--- config.mk ---
export PLATFORM = sky130hd
export DESIGN_NAME = program_load_controller
export DESIGN_NICKNAME = d
export VERILOG_FILES = /design/src/rtl/program_load_controller.sv
export SDC_FILE = /design/constraint.sdc
export NUM_CORES = 1
export LEC_CHECK = 0
export BUFFER_PORTS_ARGS = -buffer_cell sky130_fd_sc_hd__buf_2
export CAP_MARGIN = 5
export CORE_ASPECT_RATIO = 1.25
export CORE_UTILIZATION = 60
export CTS_CLUSTER_DIAMETER = 50
export CTS_CLUSTER_SIZE = 8
export DETAILED_ROUTE_END_ITERATION = 6
export PLACE_DENSITY = 0.85
export SYNTH_ARGS = -nofsm -noshare
export SYNTH_HDL_FRONTEND = slang
export SYNTH_SLANG_ARGS = --single-unit
--- constraint.sdc ---
create_clock -name clk -period 7.8 [get_ports clk]
set_input_delay 0.39 -clock clk [delete_from_list [all_inputs] [get_ports clk]]
set_output_delay 0.39 -clock clk [all_outputs]
set_load 0.005 [all_outputs]
--- src/rtl/program_load_controller.sv ---
// program_load_controller
//   Host-side sequencer for the CPU datapath's load/debug port. Packs a
//   little-endian byte stream into 32-bit instruction words and strobes them
//   into instruction RAM while holding the datapath in reset. Afterwards it
//   gates debug_enable for RUN, HALT and fixed-length STEP commands, and keeps
//   a saturating count of enabled cycles since the last LOAD.
module program_load_controller #(
  parameter int MAX_WORDS   = 256,
  parameter int STEP_CYCLES = 1,
  parameter int CNT_WIDTH   = 32,
  localparam int WCW        = $clog2(MAX_WORDS + 1)
) (
  input  logic                 clk,
  input  logic                 rst,
  input  logic                 cmd_valid,
  input  logic [1:0]           cmd,
  input  logic [WCW-1:0]       cmd_len,
  output logic                 cmd_ready,
  input  logic                 byte_valid,
  input  logic [7:0]           byte_data,
  output logic                 byte_ready,
  output logic                 instruction_write,
  output logic [31:0]          instruction_in,
  output logic                 debug_enable,
  output logic                 cpu_rst,
  output logic [WCW-1:0]       word_count,
  output logic [CNT_WIDTH-1:0] run_cycles,
  output logic                 error
);

  localparam int SCW = $clog2(STEP_CYCLES + 1);

  localparam logic [WCW-1:0]       MAX_LEN   = WCW'(MAX_WORDS);
  localparam logic [WCW-1:0]       WC_ONE    = WCW'(1);
  localparam logic [CNT_WIDTH-1:0] CNT_ONE   = CNT_WIDTH'(1);
  localparam logic [SCW-1:0]       STEP_LOAD = SCW'(STEP_CYCLES);
  localparam logic [SCW-1:0]       SC_ONE    = SCW'(1);

  typedef enum logic [1:0] {
    CMD_LOAD = 2'b00,
    CMD_RUN  = 2'b01,
    CMD_STEP = 2'b10,
    CMD_HALT = 2'b11
  } cmd_t;

  typedef enum logic [2:0] {
    S_IDLE,
    S_LOAD,
    S_HALT,
    S_RUN,
    S_STEP
  } state_t;

  state_t         state;
  logic [WCW-1:0] len_q;
  logic [1:0]     byte_idx;
  logic [23:0]    word_buf;   // bytes 0..2 of the word being assembled
  logic [SCW-1:0] step_cnt;

  logic           cmd_fire;
  logic           byte_fire;
  logic           len_ok;
  logic           load_start;
  logic [WCW-1:0] wc_next;

  // Handshake decode; the ready flags are registered, so these are glitch-free.
  assign cmd_fire   = cmd_valid && cmd_ready;
  assign byte_fire  = byte_valid && byte_ready && (state == S_LOAD);
  assign len_ok     = (cmd_len != '0) && (cmd_len <= MAX_LEN);
  assign load_start = cmd_fire && (cmd == CMD_LOAD) && len_ok;
  assign wc_next    = word_count + WC_ONE;

  // Registered per-state outputs, packed as {cpu_rst, debug_enable, cmd_ready, byte_ready}.
  // Every transition loads these together with the new state so outputs change
  // on the same edge as the state itself.
  function automatic logic [3:0] state_outputs(input state_t s);
    case (s)
      S_IDLE:  state_outputs = 4'b1010;
      S_LOAD:  state_outputs = 4'b1001;
      S_HALT:  state_outputs = 4'b0010;
      S_RUN:   state_outputs = 4'b0110;
      S_STEP:  state_outputs = 4'b0100;
      default: state_outputs = 4'b1010;
    endcase
  endfunction

  // Control FSM with load datapath: command decode, byte packing, write strobe, step timing.
  // NOTE: all state here uses non-blocking assignments so every register samples
  // pre-edge values; a blocking write would leak into later reads in this block.
  always_ff @(posedge clk or posedge rst) begin
    if (rst) begin
      state             <= S_IDLE;
      {cpu_rst, debug_enable, cmd_ready, byte_ready} <= state_outputs(S_IDLE);
      instruction_write <= 1'b0;
      instruction_in    <= '0;
      word_count        <= '0;
      len_q             <= '0;
      byte_idx          <= '0;
      // NOTE: the partial-word buffer is reset too, so a load aborted by reset
      // can never leak stale bytes into the next program.
      word_buf          <= '0;
      step_cnt          <= '0;
      error             <= 1'b0;
    end else begin
      instruction_write <= 1'b0;

      // Commands only fire in IDLE, HALT and RUN (cmd_ready is low elsewhere).
      if (cmd_fire) begin
        if (cmd == CMD_LOAD) begin
          if (len_ok) begin
            state      <= S_LOAD;
            {cpu_rst, debug_enable, cmd_ready, byte_ready} <= state_outputs(S_LOAD);
            len_q      <= cmd_len;
            word_count <= '0;
            byte_idx   <= '0;
            error      <= 1'b0;
          end else begin
            error <= 1'b1;
          end
        end else begin
          case (state)
            S_IDLE: error <= 1'b1;  // nothing loaded yet: RUN/STEP/HALT are illegal
            S_HALT: begin
              if (cmd == CMD_RUN) begin
                state <= S_RUN;
                {cpu_rst, debug_enable, cmd_ready, byte_ready} <= state_outputs(S_RUN);
              end else if (cmd == CMD_STEP) begin
                state    <= S_STEP;
                {cpu_rst, debug_enable, cmd_ready, byte_ready} <= state_outputs(S_STEP);
                step_cnt <= STEP_LOAD;
              end
            end
            S_RUN: begin
              if (cmd != CMD_RUN) begin
                state <= S_HALT;
                {cpu_rst, debug_enable, cmd_ready, byte_ready} <= state_outputs(S_HALT);
              end
            end
            default: ;
          endcase
        end
      end

      // Byte packing: bytes 0..2 are buffered, byte 3 completes and writes the word.
      if (byte_fire) begin
        case (byte_idx)
          2'd0: word_buf[7:0]   <= byte_data;
          2'd1: word_buf[15:8]  <= byte_data;
          2'd2: word_buf[23:16] <= byte_data;
          default: begin
            instruction_in    <= {byte_data, word_buf};
            instruction_write <= 1'b1;
            word_count        <= wc_next;
            if (wc_next == len_q) begin
              state <= S_HALT;
              {cpu_rst, debug_enable, cmd_ready, byte_ready} <= state_outputs(S_HALT);
            end
          end
        endcase
        byte_idx <= byte_idx + 2'd1;
      end

      // STEP holds debug_enable for exactly STEP_CYCLES cycles, then halts.
      if (state == S_STEP) begin
        step_cnt <= step_cnt - SC_ONE;
        if (step_cnt == SC_ONE) begin
          state <= S_HALT;
          {cpu_rst, debug_enable, cmd_ready, byte_ready} <= state_outputs(S_HALT);
        end
      end
    end
  end

  // Saturating count of enabled cycles; a successful LOAD restarts it.
  always_ff @(posedge clk or posedge rst) begin
    if (rst) begin
      run_cycles <= '0;
    end else if (load_start) begin
      run_cycles <= '0;
    end else if (debug_enable && (run_cycles != '1)) begin
      run_cycles <= run_cycles + CNT_ONE;
    end
  end

endmodule

==> flow_metrics.py <==
metrics = {
    "timing": {
        "max_freq_mhz": 296.6,
        "finClkSkew_ns": 0.008459,
        "drv_slew": 0,
        "hold_violations": 0,
        "tns_ns": 0,
        "period_minus_slack_ns": 3.372,
        "finalCritPeriodShare": 0.4323,
        "rsz0062_at_grt": "no",
        "setup_viol": 0,
        "maxSlewHeadroom": 0.1358,
        "worstMarginPinSlew_ns": 1.292,
        "whs_ns": 0.1949,
    },
    "synthesis": {
        "synth_top_cell_area_share": 0.5058,
        "syn_nets": 627,
        "synth_edf_count": 0,
        "synthArstFlopShare": 1.000,
        "synth_area_leaders": "dfrtp_1, nand2_1, mux2_2",
        "netlist_area_um2": 5739,
        "synth_cell_type_count": 56,
        "avgSynthCellArea_um2": 9.597,
        "ys_ff_latch": 118,
        "syn_inst": 598,
        "yosys.area.top_type": "dfrtp_1",
        "yosysSeqAreaShare": 0.5149,
        "yosys_warnings": 0,
        "ys.flop_type": "dfrtp_1",
    },
    "routing": {
        "antenna_left": 0,
        "drt-pass1-iter-count": 5,
        "via_count": 4988,
        "dr.first_iter.drc_count": 343,
        "remaining_drc_errors": 0,
        "wl_um": 14040,
        "wire_per_inst_um": 17.02,
        "viasPerCell": 6.046,
    },
    "cts": {
        "clock_latency_ns": 0.41,
        "clk_pin_slew_ns": 0.05,
        "cts_tree": "built",
        "numCtsBuffers": 17,
        "clk_path_buf_depth": 2,
        "cts_num_sinks": 118,
        "root_buffer": "clkbuf_16",
        "cts-htree-levels": 4,
        "post_cts_buffers": 0,
    },
    "pwr": {
        "ir_drop_mv": 0.1901,
        "p_total_uw": 1775,
        "power.density_nw_per_um2": 258.5,
        "p_leak_uw": 0.003443,
    },
    "layout": {
        "syn_to_final_growth_pct": 19.69,
        "nets": 720,
        "regArea_um2": 2955,
        "fill_cells": 612,
        "multiInputGateArea_um2": 2580,
        "mostFrequentLayoutCells": "nand2_1, dfrtp_1, buf_2",
        "antenna_cells": 0,
        "design_area_um2": 6869,
        "final_common_cell": "nand2_1",
        "drive_gt1_frac": 0.2379,
    },
    "critical_path": {
        "crit_arrival_ns": 3.67,
        "cpPeakStageDelay_ns": 1.25,
        "path_cells": "and4bb_1 -> nand3_2 -> inv_1 -> o21ai_0 -> a22o_1",
        "cp_data_required_time_ns": 8.09,
        "worst_setup_path_end_kind": "flop",
        "crit_path_top_delay_cell": "inv_1",
        "start_kind": "flop",
        "path_max_fanout": 48,
        "r2r_slack_ns": 4.43,
        "crit_type": "flop to flop",
    },
    "placed_design": {
        "dpl_cell_area_um2": 6280,
        "io_buffers": 101,
        "hpwl_um": 9132,
        "place_congestion": 0.8840,
    },
    "global_routing": {
        "grt_usage": 0.3051,
        "grt_pass1_wl_um": 23050,
        "grt_max_degree": 92,
        "grt_pass1_vias": 4876,
        "gr-total-overflow": 0,
        "antenna_found_initial": 0,
    },
    "job": {
        "maxCapViolCount": 0,
    },
    "floorplan": {
        "die-area_um2": 9963,
        "core_um2": 9223,
        "start_util": 0.6223,
        "die_y_um": 111.3,
        "die_x_um": 89.48,
        "placementRows": 39,
        "io_pins": 102,
    },
    "hold_path": {
        "hp-class": "input port to flop",
    },
    "status": {
        "status": "finished, final reports clean",
    },
}
-- state kept, by name, summed over array words and instances, names as in the netlist, 2 cells and up --
| register | flops |
|---|---|
| byte_idx | 2 |
| word_count | 9 |
| instruction_in | 32 |
| word_buf | 24 |
| run_cycles | 32 |
| state | 3 |
| len_q | 9 |
-- path summary, 6_finish.rpt --
check,from,endpoint,cells past startpoint
setup / recovery,state[1],word_count[8],5
hold / removal,cmd_len[6],len_q[6],3
setup reg to reg,state[1],word_count[8],5
hold reg to reg,word_buf[16],instruction_in[16],2
max in group asynchronous,rst,byte_ready,4
min in group asynchronous,rst,word_count[6],3
-- cells in the mapped netlist, drive strengths merged, types with 2 or more instances --
library cell,count
a2111oi,6
a211o,2
a211oi,8
a21o,3
a21oi,31
and2,5
and3,3
and4,9
buf,15
clkbuf,16
dfrtp,116
dfstp,2
ha,6
inv,16
mux2,25
mux2i,2
nand2,147
nand2b,4
nand3,18
nand3b,3
nand4,19
nand4b,2
nor2,29
nor2b,6
nor3,9
nor4,7
o21ai,22
o221ai,2
o31ai,4
o41ai,4
or2,2
or3,11
or4,4
or4b,2
xnor2,24
xor2,4
-- where the power goes --
| part | internal [uW] | switching (uW) |
|---|---|---|
| logic | 113 | 125 |
| clock network | 504 | 259 |
| registers | 687 | 86.8 |
| total | 1300 | 471 |
-- timing repair --
action                    CTS  global route
resized for setup           0             0
hold endpoints to repair   26             0
hold buffers                1             0
-- cell families (layout without fill, tap and decap cells) --
family / count (synthesis) / count (layout) / share of synthesized area
compound gates: 88 / 88 / 0.09942
flops: 118 / 118 / 0.5149
buf+inv: 47 / 151 / 0.03553
fa+ha+maj: 6 / 6 / 0.01308
xor+xnor: 28 / 28 / 0.04273
mux: 27 / 27 / 0.05254
simple gates: 284 / 284 / 0.2418
-- worst max-delay path: cells and delay by family (launching register included) --
| family | cells | cell delay [ns] |
|---|---|---|
| flops | 1 | 0.46 |
| buf+inv | 1 | 1.25 |
| compound gates | 2 | 0.50 |
| simple gates | 2 | 1.02 |
-- metal layers --
metal / track usage / wire [um] / vias to the layer above
li1: - / - / 2278
met1: 0.3606 / 5482 / 2459
met2: 0.5170 / 7349 / 212
met3: 0.08006 / 838 / 39
met4: 0.1302 / 370 / 0
met5: 0 / 0 / -
-- cell type report --
type,count,area share
tap,123,0.02240
clock buffer,21,0.06557
timing repair buffer,105,0.07832
inverter,16,0.009107
multi-input combinational,433,0.3756
clock inverter,9,0.01876
sequential,118,0.4302
-- stage by stage --
stage,setup WS [ns],cells,utilization
floorplan,4.284,598,-
global placement,4.560,794,0.6809
detailed placement,4.409,794,0.6809
CTS,4.427,825,0.7448
global route,4.131,825,0.7448
finish,4.428,825,0.7448
Note: power is estimated with default switching activity, not from simulation.
